### config.mk
export PLATFORM = sky130hd
export DESIGN_NAME = rom_req_ctrl
export DESIGN_NICKNAME = d
export VERILOG_FILES = /design/src/rtl/rom_req_ctrl.sv
export SDC_FILE = /design/constraint.sdc
export NUM_CORES = 1
export LEC_CHECK = 0
export CAP_MARGIN = 40
export CORE_MARGIN = 1.5
export CORE_UTILIZATION = 40
export DETAILED_ROUTE_END_ITERATION = 10
export GPL_TIMING_DRIVEN = 0
export PLACE_DENSITY = 0.65
export SLEW_MARGIN = 30
export SYNTH_ARGS = -nofsm -noshare
export SYNTH_HDL_FRONTEND = slang
export SYNTH_SLANG_ARGS = --single-unit
### constraint.sdc
create_clock -name i_clk -period 6.6 [get_ports i_clk]
set_input_delay 1.65 -clock i_clk [delete_from_list [all_inputs] [get_ports i_clk]]
set_output_delay 1.65 -clock i_clk [all_outputs]
set_load 0.005 [all_outputs]
### src/rtl/rom_req_ctrl.sv
// Request/response front end for rom_tech: forwards addresses combinationally,
// captures read data one cycle later into a 2-entry in-order response FIFO.
module rom_req_ctrl #(
   parameter  int abits       = 12,
   parameter  int log2_dbytes = 3,
   localparam int dbits       = 8 * (2 ** log2_dbytes)
) (
   input  logic             i_clk,
   input  logic             i_nrst,
   input  logic             i_req_valid,
   output logic             o_req_ready,
   input  logic [abits-1:0] i_req_addr,
   input  logic             i_req_write,
   output logic [abits-1:0] o_rom_addr,
   input  logic [dbits-1:0] i_rom_data,
   output logic             o_resp_valid,
   input  logic             i_resp_ready,
   output logic [dbits-1:0] o_resp_data,
   output logic             o_resp_err,
   output logic [15:0]      o_err_cnt
);

   typedef struct packed {
      logic             err;
      logic [dbits-1:0] data;
   } entry_t;

   entry_t     mem [2];
   entry_t     head;
   entry_t     push_entry;
   logic       wr_ptr, rd_ptr;
   logic [1:0] cnt;
   logic       inflight, inflight_wr;
   logic [15:0] err_cnt;
   logic       push, pop, accept;
   logic [2:0] occ;

   // Word selection happens inside rom_tech, so the full byte address passes through.
   assign o_rom_addr = i_req_addr;

   assign head         = mem[rd_ptr];
   assign o_resp_valid = (cnt != 2'd0);
   assign pop          = o_resp_valid & i_resp_ready;
   assign push         = inflight;

   // Occupancy after this edge if nothing new is accepted; keeps the FIFO from overflowing.
   assign occ         = {1'b0, cnt} + {2'b00, inflight} - {2'b00, pop};
   assign o_req_ready = i_nrst & (occ < 3'd2);
   assign accept      = i_req_valid & o_req_ready;

   always_comb begin
      push_entry = '0;
      if (inflight_wr) begin
         push_entry.err = 1'b1;
      end else begin
         push_entry.data = i_rom_data;
      end
   end

   // Head is gated so a reset (or empty) FIFO presents zeros, never stale storage.
   assign o_resp_data = o_resp_valid ? head.data : '0;
   assign o_resp_err  = o_resp_valid & head.err;
   assign o_err_cnt   = err_cnt;

   // NOTE: sequential state uses non-blocking assignments so all registers see pre-edge values.
   always_ff @(posedge i_clk) begin
      if (!i_nrst) begin
         inflight    <= 1'b0;
         inflight_wr <= 1'b0;
         wr_ptr      <= 1'b0;
         rd_ptr      <= 1'b0;
         cnt         <= 2'd0;
         err_cnt     <= 16'd0;
      end else begin
         inflight    <= accept;
         inflight_wr <= accept & i_req_write;
         if (push) wr_ptr <= ~wr_ptr;
         if (pop)  rd_ptr <= ~rd_ptr;
         cnt <= cnt + {1'b0, push} - {1'b0, pop};
         if (pop && head.err && (err_cnt != 16'hFFFF)) begin
            err_cnt <= err_cnt + 16'd1;
         end
      end
   end

   // NOTE: storage is deliberately not reset; cnt and the pointers define what is valid.
   always_ff @(posedge i_clk) begin
      if (push) mem[wr_ptr] <= push_entry;
   end

endmodule
==> flow_summary.ini, run 1 <==
[critical_path]
worstPathRequired_ps = 4950
reg2reg_depth = 8
cp.arrival_ps = 4180
worst-path-max-fanout = 4
end_kind = output pin
crit_buf_inv = 3
rr_startpoint = cnt[1]$_SDFF_PN0_
critPathKind = primary input to output pin
start_kind = primary input
crit_chain = clkdlybuf4s50_1 -> o21a_1 -> ha_1 -> inv_1 -> ha_1 -> fa_1 -> nor3_1 -> clkdlybuf4s50_1
r2r_end = inflight_wr$_SDFF_PN0_
crit_family = buffers and inverters
rrSetupSlack_ps = 4400
cp_slowest_cell = clkdlybuf4s50_1
slowest_delay_ps = 570

[cells_and_area]
drive_gt1_share_pct = 8.22
final_cells = 897
n_antenna_cell = 0
finalNetCount = 754
nFillCells = 1343
syn2layout_area_growth_pct = 40.1

[drt]
antenna_left = 0
route.detailed.drc = 0
dr.pass1.iters = 4
routed_wirelength_um = 13900
routed_via_density = 4.74
drt_iter0_drc = 219
wl_per_cell_um = 15.5
vias = 4252

[grt]
grt_pass1_vias = 4381
grt_usage_pct = 16.8
antenna_found_initial = 0
grt_max_degree = 34
overflow = 0
grt_pass1_wl_um = 21500

[sta]
grt_setup_unrepaired = no
final.setup.tns_ps = 0
max_slew.worst_pin.slew_ps = 659
slew-limit-headroom_pct = 56.1
final.min_clock_period_ps = 5830
hold_viol = 0
period_share_pct = 88.3
maxSlewViolCount = 0
fmax_ghz = 0.172
finClkSkew_ps = 7.87
setup_viol = 0

[logic_synthesis]
yosys.area.top_type_share_pct = 60.2
ys_ff_latch = 153
yosys_warnings = 0
syn_area_per_cell_um2 = 13.4
syn_area_um2 = 6490
ys_types = 38
synthesis.nets = 568
synthTopCellsByArea = edfxtp_1, mux2i_1, dfxtp_1
seq_area_frac_synth_pct = 67.2
syn_inst = 483
synth_largest_area_cell = edfxtp_1

[clock_network]
clock_path_buffers = 2
cts-root-buf = clkbuf_16
clkSinkCount = 153
insertion_delay_ps = 410
postCtsSetupBuffers = 0
cts_buffers = 17
h-tree-depth = 4
cts_tree = yes
cts_hold_buf = 0
ctsResizeCount = 0
clk_pin_slew_ps = 60

[floorplan]
initial_utilization_pct = 40.9
io_pins = 176
num_rows = 46
fp.dieArea_um2 = 17000
core_region_area_um2 = 15900
die_h_um = 130
dieWidth_um = 130

[pwr]
power.switching_uw = 916
power.share.clock_pct = 28.9
p_sw_share_pct = 27.1
p_leak_nw = 3.08
p_comb_share_pct = 32.7
power_density_nw_per_um2 = 372
seqPwrFrac_pct = 38.3
ir_drop_v = 0.000191
internal_power_mw = 2.46

[min_path]
min_path_type = flip-flop to flip-flop
hold_start = inflight_wr$_SDFF_PN0_
min_path_cells = 0
hold_path_end = mem[1][64]$_DFFE_PP_

[flow_run]
drv_cap = 0

[placement]
dp_cells = 866
gp_congestion = 0.831
portBuffers = 163
place_hpwl_um = 9500

[status]
status = finished, final reports clean
## kinds of logic (layout without fill, tap and decap cells)
group | after synthesis | count (layout) | share of synthesized area (%)
DFF | 153 | 153 | 67.2
and+or+nand+nor | 191 | 191 | 15.0
muxes | 68 | 68 | 10.5
adders and majority gates | 4 | 4 | 0.887
buffers and inverters | 44 | 242 | 3.53
AOI/OAI and AO/OA | 12 | 12 | 1.33
xor gates and xnor gates | 11 | 11 | 1.48
## per-stage QoR
stage | instance area, um2 | worst slack (ps) | utilization [%] | hold slack (ps) | total power [mW]
2_1_floorplan | 6490 | 1970 | - | 424 | 1.82
3_3_place_gp | 8390 | 794 | 52.8 | 430 | 2.40
3_5_place_dp | 8500 | 750 | 53.5 | 446 | 2.44
4_1_cts | 9090 | 751 | 57.3 | 459 | 3.43
5_1_grt | 9090 | 618 | 57.3 | 475 | 3.57
6_report | 9090 | 772 | 57.3 | 456 | 3.38
## power by group through the flow
stage | Clock [mW] | Combinational [mW] | Sequential, mW
2_1_floorplan | 0 | 0.512 | 1.31
3_3_place_gp | 0 | 1.07 | 1.32
3_5_place_dp | 0 | 1.13 | 1.32
4_1_cts | 0.997 | 1.13 | 1.30
5_1_grt | 1.04 | 1.22 | 1.31
6_report | 0.978 | 1.11 | 1.30
## registers in the layout, summed over array words and instances, names as in the netlist, named ones only
| register | cells |
|---|---|
| o_err_cnt | 16 |
| rd_ptr | 1 |
| inflight | 1 |
| inflight_wr | 1 |
| cnt | 2 |
| mem | 130 |
| wr_ptr | 1 |
## worst max-delay path by stage
stage                  endpoint  cells after the start  slack, ps    startpoint
floorplan           o_req_ready                      7       1970  i_resp_ready
global placement    o_req_ready                      8        790  i_resp_ready
detailed placement  o_req_ready                      8        750  i_resp_ready
CTS                 o_req_ready                      8        750  i_resp_ready
global route        o_req_ready                      8        620  i_resp_ready
finish              o_req_ready                      8        770  i_resp_ready
## cells in the mapped netlist (all sizes together)
cell and n:
nor4 2, a31oi 2, or4 1, ha 3, nor3 3, nand3 11
buf 23, xnor2 7, xor2 4, nand2b 1, fa 1, or3 2
o21a 2, a211oi 2, edfxtp 130, nor2 82, mux2i 68, o21ai 2
inv 7, o2111ai 1, nand4 6, and3 4, and2 9, nand3b 1
clkinv 1, clkbuf 13, nand2 4, and2b 1, a21oi 2, nor2b 64
dfxtp 23, a2111oi 1
## final cells by class
class	count	area, um2	share of cell area [%]
buffer	36	199	2.19
clock buffer	20	437	4.80
clock inverter	11	154	1.69
inverter	8	30.0	0.330
multi-input combinational	286	1910	21.0
sequential	153	4360	48.0
tap	216	270	2.97
timing repair buffer	167	1730	19.1
## worst reg2reg max path, stage by stage (launching register included)
cell     delay, ps
dfxtp_1        340
o21a_1         250
ha_1           290
inv_1           30
ha_1           180
fa_1           400
xnor2_1        140
nor3_1         270
and3_1         220
## metal layers
metal	wire (um)	up-vias	track usage, %
met5	0	-	0
li1	-	2065	-
met2	6980	159	28.6
met1	5820	2013	20.3
met4	227	0	6.66
met3	888	15	4.85
## placed cells by master (no fill, tap or decap), types with 3 or more instances in the layout
| cell | count |
|---|---|
| and2_1 | 7 |
| buf_1 | 3 |
| xor2_1 | 4 |
| edfxtp_1 | 130 |
| buf_4 | 13 |
| inv_1 | 7 |
| mux2i_1 | 68 |
| xnor2_1 | 7 |
| clkbuf_1 | 16 |
| clkinv_2 | 3 |
| nor2b_1 | 64 |
| buf_2 | 6 |
| ha_1 | 3 |
| bufinv_16 | 4 |
| nand3_1 | 10 |
| nand4_1 | 6 |
| clkinv_1 | 4 |
| buf_16 | 3 |
| clkbuf_16 | 17 |
| dfxtp_1 | 23 |
| nor3_1 | 3 |
| clkdlybuf4s50_1 | 163 |
| nand2_1 | 4 |
| nor2_1 | 81 |
Note: power is estimated with default switching activity, not from simulation.
==> inputs of run 2 (changes only) <==
Settings changed: CORE_UTILIZATION 40 to 52, PLACE_DENSITY 0.65 to 0.82.
==> run 2 against run 1 <==
  * Combinational power about the same
  * Via count increased by 1.7%
  * Hold slack better by 5.4 ps
  * Cell count shrank 5.2%
==> flow_summary.ini, run 2 (synthesis gave the netlist of run 1 again) <==
[status]
status = finished, final reports clean

[sta]
period_share_pct = 88.1
slew-limit-headroom_pct = 57.9
final.setup.tns_ps = 0
final.min_clock_period_ps = 5820
hold_viol = 0
max_slew.worst_pin.slew_ps = 631
finClkSkew_ps = 6.03
grt_setup_unrepaired = no
maxSlewViolCount = 0
setup_viol = 0
fmax_ghz = 0.172

[critical_path]
cp.arrival_ps = 4170
start_kind = primary input
rrSetupSlack_ps = 4430
critPathKind = primary input to output pin
crit_start = i_resp_ready
end_kind = output pin
rr_startpoint = cnt[0]$_SDFF_PN0_
crit_end = o_req_ready
worstPathRequired_ps = 4950
r2r_end = inflight_wr$_SDFF_PN0_
reg2reg_depth = 8
worst-path-max-fanout = 4

[cells_and_area]
fin_util_pct = 75.3
n_antenna_cell = 0
final_common_cell = clkdlybuf4s50_1
multi_input_area_um2 = 1910
layout_common_cells = clkdlybuf4s50_1, edfxtp_1, nor2_1
drive_gt1_share_pct = 9.09
nFillCells = 803
final_cells = 850
stdcell_area_um2 = 9120
syn2layout_area_growth_pct = 40.5
finalNetCount = 754
largest_reg_flops = 130
largest_register = mem
regArea_um2 = 4360

[drt]
route.detailed.drc = 0
routed_wirelength_um = 13900
vias = 4325
drt_iter0_drc = 216
routed_via_density = 5.09
antenna_left = 0
dr.pass1.iters = 4
wl_per_cell_um = 16.3

[floorplan]
io_pins = 176
num_rows = 40
die_h_um = 115
fp.dieArea_um2 = 13200
initial_utilization_pct = 53.6
dieWidth_um = 115
core_region_area_um2 = 12100

[grt]
grt_pass1_wl_um = 21800
grt_busiest_layer = met2
grt_pass1_vias = 4457
grt_util_met2_pct = 37.3
grt.met3_usage_pct = 6.03
grt_max_degree = 45
grt_usage_pct = 21.8
overflow = 0
grt_use_met1_pct = 26.9
antenna_found_initial = 0

[min_path]
min_path_type = flip-flop to flip-flop

[clock_network]
postCtsSetupBuffers = 0
cts_hold_buf = 0
ctsResizeCount = 0
cts-root-buf = clkbuf_16
clock_path_buffers = 2
insertion_delay_ps = 410
clkSinkCount = 153
h-tree-depth = 4
clk_pin_slew_ps = 60
cts_tree = yes
cts_buffers = 17

[flow_run]
drv_cap = 0

[placement]
gp_congestion = 0.845
placed_area_um2 = 8440
place_hpwl_um = 9230
dp_cells = 818
portBuffers = 163

[pwr]
p_leak_nw = 3.12
total_power_mw = 3.51
power_density_nw_per_um2 = 385
ir_drop_v = 0.000218
[run 2: cell count changes in the layout (fill, tap and decap cells not counted), sizes merged]
cell,previous run,this run
clkinvlp,1,2
clkbuf,33,30
bufinv,4,7
[run 2: metrics by stage]
step                      hold slack (ps)  setup slack, ps
after floorplan                       424             1970
after global placement                430              845
after detailed placement              454              807
after CTS                             468              812
after global routing                  487              743
final                                 461              785
[run 2: how the worst min path moves through the flow]
stage | startpoint | to | slack [ps] | depth (start not counted)
floorplan | inflight_wr$_SDFF_PN0_ | mem[0][64]$_DFFE_PP_ | 420 | 0
global placement | inflight_wr$_SDFF_PN0_ | mem[0][64]$_DFFE_PP_ | 430 | 0
detailed placement | inflight_wr$_SDFF_PN0_ | mem[0][64]$_DFFE_PP_ | 450 | 0
CTS | inflight_wr$_SDFF_PN0_ | mem[0][64]$_DFFE_PP_ | 470 | 0
global route | inflight_wr$_SDFF_PN0_ | mem[0][64]$_DFFE_PP_ | 490 | 0
finish | inflight_wr$_SDFF_PN0_ | mem[0][64]$_DFFE_PP_ | 460 | 0
[run 2: metal layers]
metal,vias up,wire length (um)
met5,-,0
met4,0,163
met3,16,884
met2,172,7060
met1,2069,5780
li1,2068,-
[run 2: final cells by class]
| class | count | area share [%] |
|---|---|---|
| Inverter | 8 | 0.329 |
| Timing Repair Buffer | 167 | 19.0 |
| Tap cell | 168 | 2.31 |
| Multi-Input combinational cell | 286 | 20.9 |
| Clock inverter | 15 | 2.79 |
| Buffer | 36 | 2.18 |
| Clock buffer | 17 | 4.67 |
| Sequential cell | 153 | 47.9 |
[run 2: critical path: stages]
cell and delay (ps):
clkdlybuf4s50_1 480, o21a_1 230, ha_1 260, inv_1 60
ha_1 150, fa_1 430, nor3_1 330, clkdlybuf4s50_1 570
[run 2: report_power, final]
group	internal, mW	switching [mW]	total [mW]
Sequential	1.25	0.0500	1.30
Combinational	0.586	0.518	1.10
Clock	0.742	0.363	1.10
Total	2.58	0.931	3.51
==> inputs of run 3 (changes only) <==
Settings changed: CTS_CLUSTER_SIZE set to 30.
==> results of run 3 <==
No change in the layout: final DEF, timing and power equal those of run 2.
